$ cat src/rtl/xor_accum_pkg.sv
// xor_accum_pkg: state encoding and count-width helper shared by the xor_accum files
package xor_accum_pkg;

   typedef logic [1:0] state_t;

   localparam state_t IDLE  = 2'd0;
   localparam state_t ACCUM = 2'd1;
   localparam state_t HOLD  = 2'd2;

   // ceil(log2(v)); callers pass MAX_LEN+1 so the count can hold MAX_LEN
   function automatic int clog2(input int v);
      int r = 0;
      while ((1 << r) < v) r++;
      return r;
   endfunction

endpackage

$ cat src/rtl/xor_reduce.sv
// xor_reduce: combinational XOR reduction of a WIDTH-bit word
//   din    - word to reduce
//   parity - XOR of all bits of din
module xor_reduce #(
   parameter int WIDTH = 16
) (
   input  logic [WIDTH-1:0] din,
   output logic             parity
);

   assign parity = ^din;

endmodule

$ cat src/rtl/xor_accum.sv
// xor_accum: per-frame XOR accumulator with saturating beat count and overlength flag
//   clk, reset            - clock, synchronous active-high reset
//   in_valid/in_ready     - input handshake; in_data word, in_last marks final beat
//   out_valid/out_ready   - result handshake
//   out_xor, out_parity   - XOR of frame words and its bit reduction
//   out_count, out_err    - beats counted (saturating at MAX_LEN), overlength flag
//   out_zero              - out_xor==0, present only with XOR_ACCUM_ZERO_CHECK_EN
module xor_accum
   import xor_accum_pkg::*;
#(
   parameter  int WIDTH   = 16,
   parameter  int MAX_LEN = 64,
   localparam int CW      = clog2(MAX_LEN + 1)
) (
   input  logic             clk,
   input  logic             reset,
   input  logic             in_valid,
   output logic             in_ready,
   input  logic [WIDTH-1:0] in_data,
   input  logic             in_last,
   output logic             out_valid,
   input  logic             out_ready,
   output logic [WIDTH-1:0] out_xor,
   output logic             out_parity,
   output logic [CW-1:0]    out_count,
   output logic             out_err
`ifdef XOR_ACCUM_ZERO_CHECK_EN
  ,output logic             out_zero
`endif
);

   localparam logic [CW-1:0] MAXC = CW'(MAX_LEN);

   state_t           state, nxt;
   logic [WIDTH-1:0] acc;
   logic [CW-1:0]    count;
   logic             err;
   logic             take;

   assign take = in_valid && in_ready;

   always_ff @(posedge clk) begin
      if (reset) state <= IDLE;
      else       state <= nxt;
   end

   always_comb begin
      nxt = (state == HOLD) ? (out_ready ? IDLE : HOLD)
          : take            ? (in_last ? HOLD : ACCUM)
          :                   state;
   end

   // handshake flags depend on state alone, so no input-to-output paths
   always_comb begin
      in_ready  = (state != HOLD);
      out_valid = (state == HOLD);
   end

   always_ff @(posedge clk) begin
      if (reset) begin
         acc   <= '0;
         count <= '0;
         err   <= 1'b0;
      end else if (take) begin
         if (state == IDLE) begin
            acc   <= in_data;
            count <= CW'(1);
            err   <= 1'b0;
         end else begin
            // a beat beyond MAX_LEN is still folded into acc but flags the frame
            acc   <= acc ^ in_data;
            count <= (count == MAXC) ? count : count + 1'b1;
            err   <= err | (count == MAXC);
         end
      end
   end

   assign out_xor   = acc;
   assign out_count = count;
   assign out_err   = err;

   xor_reduce #(.WIDTH(WIDTH)) u_par (
      .din    (acc),
      .parity (out_parity)
   );

`ifdef XOR_ACCUM_ZERO_CHECK_EN
   assign out_zero = ~|acc;
`endif

endmodule
$ cat config.mk
export PLATFORM = sky130hd
export DESIGN_NAME = xor_accum
export DESIGN_NICKNAME = d
export VERILOG_FILES = /design/src/rtl/xor_accum_pkg.sv /design/src/rtl/xor_reduce.sv /design/src/rtl/xor_accum.sv
export SDC_FILE = /design/constraint.sdc
export NUM_CORES = 1
export LEC_CHECK = 0
export CAP_MARGIN = 10
export CORE_MARGIN = 2
export CORE_UTILIZATION = 50
export CTS_BUF_LIST = sky130_fd_sc_hd__clkbuf_4 sky130_fd_sc_hd__clkbuf_8
export CTS_CLUSTER_SIZE = 40
export DETAILED_ROUTE_END_ITERATION = 8
export PLACE_DENSITY = 0.87
export SETUP_SLACK_MARGIN = 0.2
export SLEW_MARGIN = 15
export SYNTH_ARGS = -nofsm -noshare
export SYNTH_HDL_FRONTEND = slang
export SYNTH_SLANG_ARGS = --single-unit
$ cat constraint.sdc
create_clock -name clk -period 3.35 [get_ports clk]
set_input_delay 0.5025 -clock clk [delete_from_list [all_inputs] [get_ports clk]]
set_output_delay 0.5025 -clock clk [all_outputs]
set_load 0.05 [all_outputs]
==> impl_metrics.toml, run 1 <==
[placed_design]
io_buffer_count = 47
place_area_um2 = 1870
gp_congestion = 0.764
dp_hpwl_um = 2490
dp_cells = 235

[sta]
min_period_ns = 2.69
min_period_over_period_pct = 80.3
rsz0062_at_grt = "false"
slew_headroom_pct = 34.0
finalHoldViolations = 0
setup_viol = 0
worst_pin_slew_ns = 0.987
finalSetupTns_ns = 0
fmax_ghz = 0.372
slew_violations = 0
final.setup_skew_ns = 0.00428

[global_routing]
grt.total_usage_pct = 21.9
overflow = 0
antenna_found_initial = 0
grt_max_degree = 28
first_global_vias = 1317
grt_pass1_wl_um = 5660

[clock_network]
clockBufferDepth = 2
numCtsBuffers = 3
cts_hold_buf = 0
clock_latency_ns = 0.32
path_clk_slew_ns = 0.15
cts_htree_levels = 1
cts_root_buf = "clkbuf_4"
cts_num_sinks = 26
cts-resized-gates = 0
post_cts_buffers = 0
cts_tree = "yes"

[final_layout]
fillers = 212
design_area_um2 = 1910
area_growth_pct = 37.1
layout.nets = 232
drive_gt1_share_pct = 5.29
fin_cells = 239
antenna_cells = 0

[run_status]
status = "complete, no violations"

[critical_path]
cp-end-kind = "output port"
cp_max_fo = 3
reg2reg_from = "state[0]"
regToRegEndpoint = "out_count[1]"
reg2reg_setup_slack_ns = 1.50
crit_required_ns = 2.85
critPathKind = "flip-flop to output port"
crit_path_start_kind = "flip-flop"
r2r_cells = 5
crit_path_start = "out_xor[9]"
arrival_ns = 2.19
crit_path_end = "out_parity"

[drt]
vias = 1308
ant_nets = 0
wl_per_cell_um = 13.8
dr.first_iter.drc_count = 22
drt_pass1_iterations = 4
routed_wl_um = 3300
drc = 0
routed_via_density = 5.47

[min_path]
holdCritPathClass = "flip-flop to flip-flop"

[synthesis]
synthMuxAreaShare_pct = 1.08
synthSimpleGateAreaFrac_pct = 23.2
synth_area_um2 = 1390
yosys_register_bits = 26
synthesis.instances = 164
synth.avg_cell_area_um2 = 8.50
synthFlopType = "dfxtp_1"
synthXorXnorAreaFrac_pct = 19.5
synth_top_family_by_area = "simple AND/OR/NAND/NOR gates"
syn_nets = 187
async_reset_ff_share_pct = 0
synth_edf_count = 0
yosysSeqAreaShare_pct = 37.3
synth-adder-area-share_pct = 1.80
ys_warn_count = 0
synth_compound_area_share_pct = 12.1
yosysUniqueCellTypes = 31

[floorplanning]
fp.dieW_um = 56.8
io_pins = 48
die_area_um2 = 3230
initial_utilization_pct = 51.4
design.core.area_um2 = 2710
die_y_um = 56.8
row_count = 19

[run]
drv_cap = 0

[power_and_ir_drop]
p_per_area_nw_per_um2 = 452
vdd_ir_drop_max_v = 0.000595
p_leak_nw = 0.687
[layer usage]
metal | up-vias | wire [um] | GRT usage, % | part of all wire [%]
met4 | 0 | 27 | 6.98 | 0.82
met1 | 609 | 1350 | 25.5 | 41
met3 | 8 | 226 | 3.92 | 6.9
li1 | 636 | - | - | -
met5 | - | 0 | 0 | 0
met2 | 55 | 1700 | 40.2 | 51
[worst max-delay path, cell delays in order, from the launching register on]
cell and delay, ns:
dfxtp_1 0.36, xnor2_1 0.20, xnor2_1 0.18, xnor2_1 0.18, xnor2_1 0.14, clkdlybuf4s50_1 0.81
[power by group]
part | total (mW) | switching, mW | internal, mW | leakage [nW]
Combinational | 0.354 | 0.210 | 0.145 | 0.453
Sequential | 0.347 | 0.0191 | 0.328 | 0.213
Clock | 0.163 | 0.0961 | 0.0664 | 0.0210
Total | 0.864 | 0.325 | 0.539 | 0.687
[cells in the final DEF (no fill, tap or decap)]
cell type        synthesis  routed
mux2_4                   1       1
a41oi_1                  2       2
nand2_1                 20      20
clkbuf_4                 0       3
a311oi_1                 2       2
buf_4                    0       2
a21oi_1                  5       5
nand2b_1                 2       2
or2_2                    1       1
inv_4                    1       1
and3_1                   2       2
xor2_1                   1       1
ha_1                     2       2
nor4b_4                  1       1
or3b_1                   1       1
nor2b_1                  1       1
a311oi_4                 1       1
clkbuf_8                 0       1
clkdlybuf4s50_1          0      47
dfxtp_1                 26      26
o21a_1                   3       3
nor2_1                  20      20
inv_1                    5       5
a31oi_1                  1       1
o22ai_1                  1       1
xnor2_1                 30      30
nor3_1                   1       1
nand3_1                 18      18
a211oi_1                 5       5
a32o_1                   1       1
nand4b_1                 1       1
[Yosys cell counts (2+ instances only)]
| library cell | number | area (um2) |
|---|---|---|
| clkbuf_1 | 5 | 18.8 |
| a211oi_1 | 5 | 37.5 |
| nand3_1 | 18 | 90.1 |
| nand2b_1 | 2 | 12.5 |
| nand2_1 | 20 | 75.1 |
| inv_1 | 5 | 18.8 |
| a41oi_1 | 2 | 17.5 |
| nor2_1 | 20 | 75.1 |
| buf_2 | 2 | 10.0 |
| ha_1 | 2 | 25.0 |
| a311oi_1 | 2 | 17.5 |
| o21a_1 | 3 | 22.5 |
| dfxtp_1 | 26 | 521 |
| xnor2_1 | 30 | 263 |
| a21oi_1 | 5 | 25.0 |
| and3_1 | 2 | 12.5 |
[cell families after synthesis]
| kind of cell | Yosys count |
|---|---|
| DFF | 26 |
| AOI/OAI and AO/OA | 21 |
| buffers and inverters | 15 |
| and+or+nand+nor | 68 |
| muxes | 1 |
| xor gates and xnor gates | 31 |
| adders and majority gates | 2 |
[final cells by class]
type / count / area (um2) / area share, %
clock buffer: 4 / 36.3 / 1.90
inverter: 6 / 25.0 / 1.31
multi-input combinational: 123 / 805 / 42.1
sequential: 26 / 520 / 27.2
tap: 31 / 38.8 / 2.03
timing repair buffer: 49 / 485 / 25.4
[through the flow]
| stage | power (mW) | hold WS [ns] | utilization [%] | setup slack (ns) |
|---|---|---|---|---|
| CTS | 0.870 | 0.556 | 70.5 | 0.643 |
| global route | 0.902 | 0.581 | 70.5 | 0.543 |
| detailed placement | 0.711 | 0.532 | 69.2 | 0.987 |
| global placement | 0.703 | 0.516 | 69.2 | 1.05 |
| finish | 0.864 | 0.554 | 70.5 | 0.660 |
| floorplan | 0.602 | 0.527 | - | 0.907 |
[registers in the layout (all words and copies together), names as in the netlist]
name and flops:
out_count 7, out_err 1, out_xor 16, state 2
[how the worst min path moves through the flow]
stage                             from      endpoint  slack [ns]  cells after the start
after floorplan               state[1]      state[1]        0.53                      2
after global placement    out_count[6]  out_count[6]        0.52                      1
after CTS                 out_count[6]  out_count[6]        0.56                      1
final                     out_count[6]  out_count[6]        0.55                      1
after global routing      out_count[6]  out_count[6]        0.58                      1
after detailed placement  out_count[6]  out_count[6]        0.53                      1
No activity file was read; power rests on OpenSTA's default activity.
==> run 2, diff against run 1 <==
--- a/config.mk
+++ b/config.mk
@@ -7,11 +7,11 @@
 export LEC_CHECK = 0
 export CAP_MARGIN = 10
 export CORE_MARGIN = 2
-export CORE_UTILIZATION = 50
+export CORE_UTILIZATION = 42
 export CTS_BUF_LIST = sky130_fd_sc_hd__clkbuf_4 sky130_fd_sc_hd__clkbuf_8
 export CTS_CLUSTER_SIZE = 40
 export DETAILED_ROUTE_END_ITERATION = 8
-export PLACE_DENSITY = 0.87
+export PLACE_DENSITY = 0.78
 export SETUP_SLACK_MARGIN = 0.2
 export SLEW_MARGIN = 15
 export SYNTH_ARGS = -nofsm -noshare
==> constraint.sdc (replaced) <==
create_clock -name clk -period 2.4 [get_ports clk]
set_input_delay 0.36 -clock clk [delete_from_list [all_inputs] [get_ports clk]]
set_output_delay 0.36 -clock clk [all_outputs]
set_load 0.05 [all_outputs]
==> impl_metrics.toml, run 2 (same netlist as run 1, synthesis figures left out) <==
[global_routing]
antenna_found_initial = 0
overflow = 0
grt_pass1_wl_um = 5460
grt_max_degree = 19
grt.total_usage_pct = 19.2
first_global_vias = 1279

[sta]
finalHoldViolations = 0
slew_violations = 0
min_period_over_period_pct = 85.9
worst_pin_slew_ns = 0.505
fmax_ghz = 0.485
rsz0062_at_grt = "false"
setup_viol = 0
whs_ns = 0.535
final.setup_skew_ns = 0.00288
slew_headroom_pct = 66.2
finalSetupTns_ns = 0
min_period_ns = 2.06

[critical_path]
cp-end-kind = "output port"
path_buf_inv = 1
crit_path_start = "out_count[4]"
cp_max_fo = 8
r2r_cells = 6
critPathKind = "flip-flop to output port"
crit_slowest_cell = "clkdlybuf4s50_1"
regToRegEndpoint = "out_count[1]"
slowest_delay_ns = 0.87
critPathTopFamily = "buffers and inverters"
reg2reg_from = "out_count[0]"
crit_required_ns = 2.04
path_cells = "clkdlybuf4s50_1"
arrival_ns = 1.70
crit_path_start_kind = "flip-flop"
reg2reg_setup_slack_ns = 0.50

[floorplanning]
die_area_um2 = 3800
row_count = 20
design.core.area_um2 = 3100
initial_utilization_pct = 44.9
fp.dieW_um = 61.6
io_pins = 48
die_y_um = 61.6

[drt]
drt_pass1_iterations = 4
vias = 1300
drc = 0
dr.first_iter.drc_count = 51
routed_via_density = 5.14
wl_per_cell_um = 13.3
ant_nets = 0
routed_wl_um = 3370

[power_and_ir_drop]
p_per_area_nw_per_um2 = 607
p_leak_nw = 0.704
vdd_ir_drop_max_v = 0.000276
p_total_mw = 1.18

[final_layout]
area_growth_pct = 39.2
largest_register_ffs = 16
antenna_cells = 0
fin_cells = 253
drive_gt1_share_pct = 7.66
final_common_cell = "clkdlybuf4s50_1"
final_cell_mix = "clkdlybuf4s50_1, xnor2_1, dfxtp_1, nand2_1, nor2_1"
layout.nets = 234

[run_status]
status = "complete, no violations"

[clock_network]
cts_hold_buf = 0
cts_htree_levels = 1
path_clk_slew_ns = 0.13
clockBufferDepth = 2
cts_num_sinks = 26
clock_latency_ns = 0.31
post_cts_buffers = 0
cts_tree = "yes"
cts-resized-gates = 0
numCtsBuffers = 3
cts_root_buf = "clkbuf_4"

[min_path]
holdCritPathClass = "flip-flop to flip-flop"
whs_path_depth = 1
worstHoldEndpoint = "out_count[6]"
hp-start = "out_count[6]"

[run]
drv_cap = 0

[placed_design]
dp_hpwl_um = 2640
dp_cells = 250
gp_congestion = 0.810
io_buffer_count = 47
==> run 2: changes by cell type in the layout (fill, tap and decap cells not counted), sizes merged <==
cell           delta
clkdlybuf4s50     -3
clkbuf            -1
buf               +5
==> run 2: layout make-up <==
cell class              instances  area [um2]
clock buffers                   3        22.5
multi-input cells             123         812
well taps                      44        55.1
repair buffers                 51         505
inverters                       6        25.0
flip-flops and latches         26         520
fillers                       284        1160
==> run 2: worst max path at each step <==
stage,end,slack [ns],depth (start not counted)
2_1_floorplan,out_count[1],0.38,6
3_3_place_gp,out_count[1],0.40,5
3_5_place_dp,out_xor[7],0.35,5
4_1_cts,out_count[4],0.33,1
5_1_grt,out_count[4],0.26,1
6_report,out_count[4],0.34,1
==> run 2: metrics by stage <==
stage	area (um2)	worst slack, ns	util, %
2_1_floorplan	1400	0.382	-
3_3_place_gp	1920	0.404	61.8
3_5_place_dp	1920	0.350	61.8
4_1_cts	1940	0.328	62.5
5_1_grt	1940	0.257	62.5
6_report	1940	0.338	62.5
==> run 2: report_power, final <==
part	switching [mW]	total, mW	leakage [nW]	internal [mW]
clock network	0.119	0.178	0.0138	0.0587
registers	0.0287	0.486	0.213	0.458
logic	0.304	0.515	0.477	0.210
total	0.452	1.18	0.704	0.727
==> run 2: worst register-to-register path, cell delays in order, from the launching register on <==
cell and delay (ns):
dfxtp_1 0.48, inv_1 0.07, ha_1 0.19, nor2b_1 0.17, a311oi_4 0.51, mux2_4 0.34
nor2_1 0.08
==> run 2: routing by layer <==
layer	global-route usage, %	wire length (um)	vias to the layer above
li1	-	-	642
met5	0	0	-
met4	5.78	44	0
met1	23.7	1470	609
met2	34.4	1640	43
met3	2.94	216	6
==> run 3, diff against run 2 <==
--- a/config.mk
+++ b/config.mk
@@ -12,6 +12,7 @@
 export CTS_CLUSTER_SIZE = 40
 export DETAILED_ROUTE_END_ITERATION = 8
 export PLACE_DENSITY = 0.78
+export REMOVE_ABC_BUFFERS = 1
 export SETUP_SLACK_MARGIN = 0.2
 export SLEW_MARGIN = 15
 export SYNTH_ARGS = -nofsm -noshare
==> impl_metrics.toml, run 3 (same netlist as run 1, synthesis figures left out) <==
[clock_network]
clockBufferDepth = 2
clock_latency_ns = 0.32
cts_htree_levels = 1
post_cts_buffers = 0
cts_root_buf = "clkbuf_4"
cts_hold_buf = 0
numCtsBuffers = 3
cts-resized-gates = 0
cts_tree = "yes"
path_clk_slew_ns = 0.14
cts_num_sinks = 26

[critical_path]
arrival_ns = 1.74
reg2reg_setup_slack_ns = 0.57
crit_slowest_cell = "clkdlybuf4s50_1"
critPathKind = "flip-flop to output port"
path_buf_inv = 1
path_cells = "clkdlybuf4s50_1"
crit_required_ns = 2.04
slowest_delay_ns = 0.88
cp_max_fo = 8
crit_path_start_kind = "flip-flop"
critPathTopFamily = "buffers and inverters"
cp-end-kind = "output port"

[power_and_ir_drop]
clkPwrFrac_pct = 23.4
p_int_uw = 824
p_per_area_nw_per_um2 = 652
switching_share_pct = 35.4
vdd_ir_drop_max_v = 0.000292
p_switching_uw = 451
combPwrFrac_pct = 38.6
p_leak_nw = 0.708
p_seq_share_pct = 38.0

[drt]
dr.first_iter.drc_count = 49
routed_wl_um = 3260
wl_per_cell_um = 12.9
vias = 1281
ant_nets = 0
drt_pass1_iterations = 4
routed_via_density = 5.06
drc = 0

[sta]
worst_pin_slew_ns = 0.505
slew_headroom_pct = 66.3
finalSetupTns_ns = 0
final.setup_skew_ns = 0.00162
min_period_over_period_pct = 87.6
rsz0062_at_grt = "false"
min_period_ns = 2.10
slew_violations = 0
fmax_ghz = 0.476
setup_viol = 0
finalHoldViolations = 0

[floorplanning]
die_area_um2 = 3800
design.core.area_um2 = 3100
io_pins = 48
initial_utilization_pct = 44.9
fp.dieW_um = 61.6
die_y_um = 61.6
row_count = 20

[placed_design]
gp_congestion = 0.884
io_buffer_count = 47
dp_hpwl_um = 2440

[final_layout]
final_cell_mix = "clkdlybuf4s50_1, xnor2_1, dfxtp_1, nand2_1, nor2_1"
ff_latch_area_um2 = 520
antenna_cells = 0
drive_gt1_share_pct = 7.18
layout.nets = 233
fillers = 288
fin_util_pct = 63.0
final_common_cell = "clkdlybuf4s50_1"
largest_register_ffs = 16
multiInputGateArea_um2 = 805
area_growth_pct = 40.3

[global_routing]
grt_pass1_wl_um = 5350
grt_max_degree = 18
antenna_found_initial = 0
first_global_vias = 1257
overflow = 0
grt.total_usage_pct = 18.9

[run]
drv_cap = 0

[min_path]
holdCritPathClass = "flip-flop to flip-flop"

[run_status]
status = "complete, no violations"
==> run 3: cell types whose count changed in the layout (fill, tap and decap cells not counted) <==
cell	previous run	this run
buf_4	6	5
xnor2_2	1	0
bufinv_16	0	1
xnor2_1	29	30
==> run 3: metal layers <==
layer	part of all wire, %	wire length [um]	global-route usage, %
met1	42	1370	21.2
met3	5.2	170	3.15
met4	0.89	29	7.90
met2	52	1690	34.9
met5	0	0	0
==> run 3: final timing paths <==
path,from,to,cells after the start
setup / recovery,out_count[4],out_count[4],1
hold / removal,out_count[6],out_count[6],1
setup reg to reg,out_count[0],out_count[1],6
hold reg to reg,out_count[6],out_count[6],1
==> run 3: per-stage QoR <==
| step | instances | setup slack [ns] | instance area, um2 | total power, mW | hold WS, ns |
|---|---|---|---|---|---|
| after detailed placement | 249 | 0.298 | 1900 | 0.987 | 0.531 |
| after global routing | 253 | 0.225 | 1960 | 1.34 | 0.595 |
| after CTS | 253 | 0.280 | 1960 | 1.29 | 0.560 |
| after global placement | 249 | 0.359 | 1900 | 0.979 | 0.523 |
| final | 253 | 0.298 | 1960 | 1.28 | 0.557 |
| after floorplan | 155 | 0.0996 | 1350 | 0.826 | 0.431 |
==> run 3: layout make-up <==
| type | instances | share of cell area [%] |
|---|---|---|
| Clock buffer | 3 | 1.15 |
| Clock inverter | 1 | 1.54 |
| Inverter | 6 | 1.28 |
| Multi-Input combinational cell | 123 | 41.1 |
| Sequential cell | 26 | 26.6 |
| Tap cell | 44 | 2.82 |
| Timing Repair Buffer | 50 | 25.5 |
==> run 3: power groups by stage <==
stage,logic (mW),registers (mW),clock network (mW)
2_1_floorplan,0.255,0.571,0
3_3_place_gp,0.487,0.493,0
6_report,0.493,0.485,0.298
5_1_grt,0.524,0.490,0.326
4_1_cts,0.496,0.485,0.307
3_5_place_dp,0.493,0.494,0
